### config.mk
export PLATFORM = sky130hd
export DESIGN_NAME = des_round_engine
export DESIGN_NICKNAME = d
export VERILOG_FILES = /design/src/rtl/des_round_engine.sv
export SDC_FILE = /design/constraint.sdc
export NUM_CORES = 1
export LEC_CHECK = 0
export BUFFER_PORTS_ARGS = -buffer_cell sky130_fd_sc_hd__buf_4
export CAP_MARGIN = 20
export CORE_AREA = 2 2 354 356
export DETAILED_ROUTE_END_ITERATION = 12
export DIE_AREA = 0 0 356 358
export GPL_TIMING_DRIVEN = 1
export RECOVER_POWER = 25
export SETUP_SLACK_MARGIN = 0.2
export SYNTH_ARGS = -nofsm -noshare
export SYNTH_HDL_FRONTEND = slang
export SYNTH_SLANG_ARGS = --single-unit
### constraint.sdc
create_clock -name clk -period 4.9 [get_ports clk]
set_input_delay 0.49 -clock clk [delete_from_list [all_inputs] [get_ports clk]]
set_output_delay 0.49 -clock clk [all_outputs]
set_load 0.01 [all_outputs]
### src/rtl/des_round_engine.sv
`timescale 1ns/1ps
// Purpose: iterative DES block engine, ROUNDS_PER_CYCLE Feistel rounds chained per clock.
// Latency: accept edge to first out_valid cycle = 16/ROUNDS_PER_CYCLE + 1 clocks.
// Backpressure: one block in flight; result held in DONE until out_ready, in_ready low while busy.
//
// Ports:
//   clk, reset          rising-edge clock, synchronous active-high reset
//   in_valid/in_ready   block offer handshake (in_ready high only when idle)
//   in_block[63:0]      plaintext/ciphertext, DES bit 1 = bit 63
//   in_decrypt          0 = encrypt, 1 = decrypt, sampled with in_block
//   sub_keys[767:0]     K_i at [48*i-1 -: 48], i = 1..16, held stable while busy
//   out_valid/out_ready result handshake
//   out_block[63:0]     result block
//   abort               only when DES_ROUND_ENGINE_ABORT_EN is defined: drop the
//                       block in flight and return to idle
// Parameter ROUNDS_PER_CYCLE: legal values 1, 2, 4, 8, 16.
module des_round_engine #(
  parameter int ROUNDS_PER_CYCLE = 1
) (
  input  logic         clk,
  input  logic         reset,
  input  logic         in_valid,
  output logic         in_ready,
  input  logic [63:0]  in_block,
  input  logic         in_decrypt,
  input  logic [767:0] sub_keys,
`ifdef DES_ROUND_ENGINE_ABORT_EN
  input  logic         abort,
`endif
  output logic         out_valid,
  input  logic         out_ready,
  output logic [63:0]  out_block
);

  typedef enum logic [1:0] {IDLE, ROUND, DONE} state_t;

  // P permutation sources, zero-based from the MSB of the 32-bit S-box output.
  localparam logic [159:0] P_SRC = {
    5'd15, 5'd6,  5'd19, 5'd20, 5'd28, 5'd11, 5'd27, 5'd16,
    5'd0,  5'd14, 5'd22, 5'd25, 5'd4,  5'd17, 5'd30, 5'd9,
    5'd1,  5'd7,  5'd23, 5'd13, 5'd31, 5'd26, 5'd2,  5'd8,
    5'd18, 5'd12, 5'd29, 5'd5,  5'd21, 5'd10, 5'd3,  5'd24
  };

  // S1..S8 from MSB down; each box is 64 nibbles, row-major (row*16+col),
  // first entry in the top nibble.
  localparam logic [2047:0] SBOX = {
    256'hE4D12FB83A6C5907_0F74E2D1A6CB9538_41E8D62BFC973A50_FC8249175B3EA06D,
    256'hF18E6B34972DC05A_3D47F28EC01A69B5_0E7BA4D158C6932F_D8A13F42B67C05E9,
    256'hA09E63F51DC7B428_D70934A6285ECBF1_D6498F30B12C5AE7_1AD069874FE3B52C,
    256'h7DE3069A1285BC4F_D8B56F03472C1AE9_A690CB7DF13E5284_3F06A1D8945BC72E,
    256'h2C417AB6853FD0E9_EB2C47D150FA3986_421BAD78F9C5630E_B8C71E2D6F09A453,
    256'hC1AF92680D34E75B_AF427C9561DE0B38_9EF528C3704A1DB6_432C95FABE17608D,
    256'h4B2EF08D3C975A61_D0B7491AE35C2F86_14BDC37EAF680592_6BD814A7950FE23C,
    256'hD2846FB1A93E50C7_1FD8A374C56B0E92_7B419CE206ADF358_21E74A8DFC90356B
  };

  // IP is regular: rows 0..3 take even source bits 58..64 descending by 8,
  // rows 4..7 take the odd ones 57..63.
  function automatic logic [63:0] ip_perm(input logic [63:0] d);
    logic [63:0] o;
    int          src;
    o = '0;
    for (int r = 0; r < 8; r++) begin
      for (int c = 0; c < 8; c++) begin
        src = (r < 4) ? (58 + 2*r - 8*c) : (57 + 2*(r-4) - 8*c);
        o   = {o[62:0], d[6'(64 - src)]};
      end
    end
    return o;
  endfunction

  // FP (IP inverse): even columns walk 40,48,56,64, odd columns 8,16,24,32,
  // every row stepping the base down by one.
  function automatic logic [63:0] fp_perm(input logic [63:0] d);
    logic [63:0] o;
    int          src;
    o = '0;
    for (int r = 0; r < 8; r++) begin
      for (int c = 0; c < 8; c++) begin
        src = (c % 2 == 0) ? (40 - r + 4*c) : (8 - r + 4*(c-1));
        o   = {o[62:0], d[6'(64 - src)]};
      end
    end
    return o;
  endfunction

  // E: group g takes source bits 4g..4g+5 (one-based, wrapping 0 -> 32).
  function automatic logic [47:0] expand(input logic [31:0] d);
    logic [47:0] o;
    int          src;
    o = '0;
    for (int g = 0; g < 8; g++) begin
      for (int j = 0; j < 6; j++) begin
        src = ((4*g + j + 31) % 32) + 1;
        o   = {o[46:0], d[5'(32 - src)]};
      end
    end
    return o;
  endfunction

  function automatic logic [31:0] p_perm(input logic [31:0] d);
    logic [31:0]  o;
    logic [159:0] t;
    logic [4:0]   sel;
    o = '0;
    t = P_SRC;
    for (int i = 0; i < 32; i++) begin
      sel = t[159:155];
      o   = {o[30:0], d[5'd31 - sel]};
      t   = t << 5;
    end
    return o;
  endfunction

  // Six input bits b1..b6: row = b1b6, column = b2..b5.
  function automatic logic [31:0] sbox_sub(input logic [47:0] x);
    logic [31:0] o;
    logic [47:0] xs;
    logic [5:0]  six;
    logic [5:0]  idx;
    logic [2:0]  bsel;
    o  = '0;
    xs = x;
    for (int b = 0; b < 8; b++) begin
      six  = xs[47:42];
      xs   = xs << 6;
      idx  = {six[5], six[0], six[4:1]};
      bsel = 3'(b);
      o    = {o[27:0], 4'(SBOX >> {3'd7 - bsel, 6'd63 - idx, 2'b00})};
    end
    return o;
  endfunction

  function automatic logic [31:0] f_func(input logic [31:0] r, input logic [47:0] k);
    return p_perm(sbox_sub(expand(r) ^ k));
  endfunction

  state_t      state_q;
  logic [31:0] l_q, r_q;
  logic [3:0]  cnt_q;
  logic        mode_q;

  logic [31:0] l_nxt, r_nxt;
  logic [63:0] ip_in;
  logic [63:0] fp_out;
  logic        round_last;

  // Round chain for one clock. Round number is cnt_q + j + 1; the zero-based
  // key index is that minus one when encrypting and 16 minus it when
  // decrypting, which in 4 bits is simply the bitwise inverse.
  always_comb begin
    logic [31:0] l_t, r_t, tmp;
    logic [3:0]  rnd, kidx;
    logic [47:0] k;
    l_t  = l_q;
    r_t  = r_q;
    tmp  = '0;
    rnd  = '0;
    kidx = '0;
    k    = '0;
    for (int j = 0; j < ROUNDS_PER_CYCLE; j++) begin
      rnd  = cnt_q + 4'(j);
      kidx = mode_q ? ~rnd : rnd;
      k    = 48'(sub_keys >> (kidx * 10'd48));
      tmp  = l_t ^ f_func(r_t, k);
      l_t  = r_t;
      r_t  = tmp;
    end
    l_nxt = l_t;
    r_nxt = r_t;
  end

  assign ip_in  = ip_perm(in_block);
  // Final swap: output is FP(R16 || L16).
  assign fp_out = fp_perm({r_nxt, l_nxt});
  // The 4-bit counter wraps to 0 on exactly the step that completes round 16.
  assign round_last = (cnt_q == 4'(16 - ROUNDS_PER_CYCLE));

  always_ff @(posedge clk) begin
    if (reset) begin
      state_q   <= IDLE;
      in_ready  <= 1'b1;
      out_valid <= 1'b0;
      out_block <= '0;
      l_q       <= '0;
      r_q       <= '0;
      cnt_q     <= '0;
      mode_q    <= 1'b0;
    end else begin
      case (state_q)
        IDLE: begin
          if (in_valid && in_ready) begin
            l_q      <= ip_in[63:32];
            r_q      <= ip_in[31:0];
            mode_q   <= in_decrypt;
            cnt_q    <= '0;
            in_ready <= 1'b0;
            state_q  <= ROUND;
          end
        end
        ROUND: begin
`ifdef DES_ROUND_ENGINE_ABORT_EN
          if (abort) begin
            state_q  <= IDLE;
            in_ready <= 1'b1;
          end else
`endif
          begin
            l_q   <= l_nxt;
            r_q   <= r_nxt;
            cnt_q <= cnt_q + 4'(ROUNDS_PER_CYCLE);
            if (round_last) begin
              out_block <= fp_out;
              out_valid <= 1'b1;
              state_q   <= DONE;
            end
          end
        end
        DONE: begin
`ifdef DES_ROUND_ENGINE_ABORT_EN
          if (abort) begin
            state_q   <= IDLE;
            out_valid <= 1'b0;
            in_ready  <= 1'b1;
          end else
`endif
          // in_ready rises only after this edge, so nothing is accepted on
          // the output handshake edge itself.
          if (out_ready) begin
            state_q   <= IDLE;
            out_valid <= 1'b0;
            in_ready  <= 1'b1;
          end
        end
        default: begin
          state_q   <= IDLE;
          out_valid <= 1'b0;
          in_ready  <= 1'b1;
        end
      endcase
    end
  end

endmodule

==> metrics.txt <==
status complete, no violations; Setup TNS 0 ns; CP cell instances or2_1 > buf_4 > o22ai_1 > a22oi_1 > o32ai_4 > xnor2_2 > inv_1 > ha_1 > a21oi_1 > a221oi_1 > nor4b_2 > buf_4 > xnor2_1 > o21ai_1; Synth top cells by count 156 x nand2_1, 117 x nor2_1, 105 x dfxtp_1; Worst Reg-to-Reg Cells 14; die height about 360 µm; Worst Path Required 5.12 ns; DP HPWL approximately 67 mm; Synth top area share 0.182; largest stage delay on the critical path approximately 0.58 ns; TritonCTS buffer count 9; Fin. Hold Viols 0; DRC 0; wire length on met1 roughly 34 mm; clk slew on worst S/H paths roughly 0.080 ns; IO buf count between 400 and 500; CTS H-Tree Depth 3; yosys warns 0; metal2 WL around 36 mm; Post-Synthesis Cell Area 11,500 µm²; maxcap violations 0; CP max-delay cell dfxtp_4; Worst-Margin Slew ~1.1 ns; 1st-iter DRT viols 1,176; Max-slew headroom 0.253; Clock Latency Late Sink between 0.3 and 0.4 ns; Post-synth EDFFs 0; post-synthesis sequential area ratio 0.182; Routed WL 79.8 mm; DP Cell Count 3,414; largest area contributor in the synthesized netlist dfxtp_1; Die X ~360 µm; startpoint types register; dominant cell by count in the synthesized netlist nand2_1; crit share post-route 0.901; vias in the first global route about 13,000; Placed Area between 15,000 and 20,000 µm²; Async SR Flop Fraction 0; post-DR vias/cell about 3.8; dominant cells by area after synthesis dfxtp_1 18%, mux4_2 11%, nand2_1 5.1%, mux2i_1 4.6%, mux2_2 4.1%; Worst Path Max Fanout 16; final slew viol count 0; GRT overflow 0; # fillers between 10,000 and 15,000; top-level I/O count 903; syn_area_per_cell 8.37 µm²; CTS tree yes; hold buffer count at CTS 0; Area Overhead vs Synth 49.0%; P_leak 6.39 nW; worst reg2reg endpoint l_nxt[0]$_SDFFE_PP0P_; CTS root buffer clkbuf_16; initial core utilization 0.0934; count of final setup violators 0; fmax between 200 and 250 MHz; worst endpoint data arrival time 4.64 ns; dpl ws ~0.21 ns; Final Skew around 0.016 ns; global-route wire length before repair approximately 100 mm; min Tclk post-route approximately 4.4 ns; Die ar. between 100,000 and 150,000 µm²; routed vias ~13,000; Core Rows around 130; Cell variety after synth 86; fin area 17,200 µm²; Post-Layout Cell Count 3,459; final design utilization 0.139; total power 4.71 mW; crit path from cnt_q[1]$_SDFFE_PP0P_; PD cells roughly 270 nW/µm²; largest net degree at the start of global routing 70; Worst Setup Slack, final 0.484 ns; Peak VDD IR between 0.15 and 0.2 mV; initial antenna violation count 75; CTS sink count 105; prevailing post-synth register cell dfxtp_1; layout cells sized above 1 0.367; clock tree buffer depth 2; Worst R2R Start cnt_q[1]$_SDFFE_PP0P_; Overall Global Routing Usage 0.120; Worst path top cell family by delay compound AO/OA/AOI/OAI gates; most frequent CP cell buf_4; critical path type reg2reg; Synth Register Bits between 100 and 150; crit end category register; GP Congestion 0.886; RSZ-0062 raised after global routing no; Highest Signal Layer met5; Hold Path End mode_q$_SDFFE_PP0P_; core area between 100,000 and 150,000 µm²; DRT Pass-1 Iters 6; hold slack approximately 0.37 ns; routed len/inst around 23 µm; cells after synthesis between 1,000 and 1,500; Hold Startpoint in_decrypt; hold-critical path depth 3; Post-DRT Antenna Nets 0; Worst Path Buf+Inv 3; Final Net Count between 2,000 and 3,000; hold crit path type in2reg; routed wl met3 7.90 mm; reg2reg setup slack about 0.48 ns
==> power by group <==
part	leakage [nW]	internal [mW]	switching, mW
Sequential	0.858	0.917	0.103
Combinational	5.37	1.28	1.61
Clock	0.156	0.409	0.392
Total	6.39	2.61	2.10
==> worst max-delay path by stage <==
stage,to,slack [ns],cells past startpoint
after global routing,l_nxt[7]$_SDFFE_PP0P_,0.23,15
after global placement,l_nxt[0]$_SDFFE_PP0P_,0.14,15
after detailed placement,l_nxt[0]$_SDFFE_PP0P_,0.21,15
after floorplan,l_nxt[10]$_SDFFE_PP0P_,1.14,16
after CTS,l_nxt[29]$_SDFFE_PP0P_,0.23,13
final,l_nxt[0]$_SDFFE_PP0P_,0.48,14
==> per-layer routing <==
metal	up-vias	track usage
met5	-	0
met4	48	0.0291
met3	117	0.0447
met2	632	0.192
met1	6287	0.152
li1	6048	-
==> kinds of logic (layout without fill, tap and decap cells) <==
group / Yosys count / in the layout / synth area share
mux: 184 / 184 / 0.228
other cells: 1 / 60 / 0.000326
xor+xnor: 46 / 46 / 0.0438
flops: 105 / 105 / 0.182
simple gates: 391 / 391 / 0.155
fa+ha+maj: 26 / 26 / 0.0282
compound gates: 433 / 433 / 0.264
buf+inv: 190 / 577 / 0.0984
==> flip-flops by register name (all words and copies together) (netlist names) <==
name / cells
l_nxt: 32
l_q: 32
out_block: 32
cnt_q: 4
state_q: 2
in_ready: 1
mode_q: 1
out_valid: 1
==> timing repair <==
action | CTS | global route
resized for setup | 1 | 3
endpoints found under the hold margin | 0 | 0
buffers inserted | 0 | 1
endpoints found under the setup margin | 1 | 11
==> worst reg2reg max path, stage by stage, from the launching register on <==
cell      delay, ns
dfxtp_4        0.58
or2_1          0.34
buf_4          0.36
o22ai_1        0.16
a22oi_1        0.39
o32ai_4        0.23
xnor2_2        0.35
inv_1          0.25
ha_1           0.30
a21oi_1        0.30
a221oi_1       0.16
nor4b_2        0.45
buf_4          0.21
xnor2_1        0.11
o21ai_1        0.08
==> final cells by class <==
class,count,area (µm²),area share
inverter,25,93.8,0.00547
tap,1637,2050,0.119
clock buffer,9,225,0.0131
multi-input combinational,1112,8500,0.495
clock inverter,7,87.6,0.00510
timing repair buffer,536,4030,0.235
sequential,105,2110,0.123
antenna,28,70.1,0.00408
==> layout by cell type (no fill, tap or decap), types with 12 or more instances in the layout <==
master / instances
o31ai_1: 17
clkbuf_1: 34
nand2_1: 156
conb_1: 32
mux2_2: 42
o22ai_1: 63
a211oi_1: 17
o211ai_1: 12
ha_1: 26
mux2i_1: 52
a21oi_1: 74
nand2b_1: 12
xnor2_1: 23
o221ai_1: 48
mux4_2: 55
o21ai_1: 16
a311oi_1: 12
dfxtp_1: 102
mux2_1: 33
nor3_1: 28
o21ai_0: 41
inv_1: 19
diode_2: 28
a22oi_1: 47
xor2_1: 12
buf_4: 491
nor2_1: 113
No activity file was read; power rests on OpenSTA's default activity.
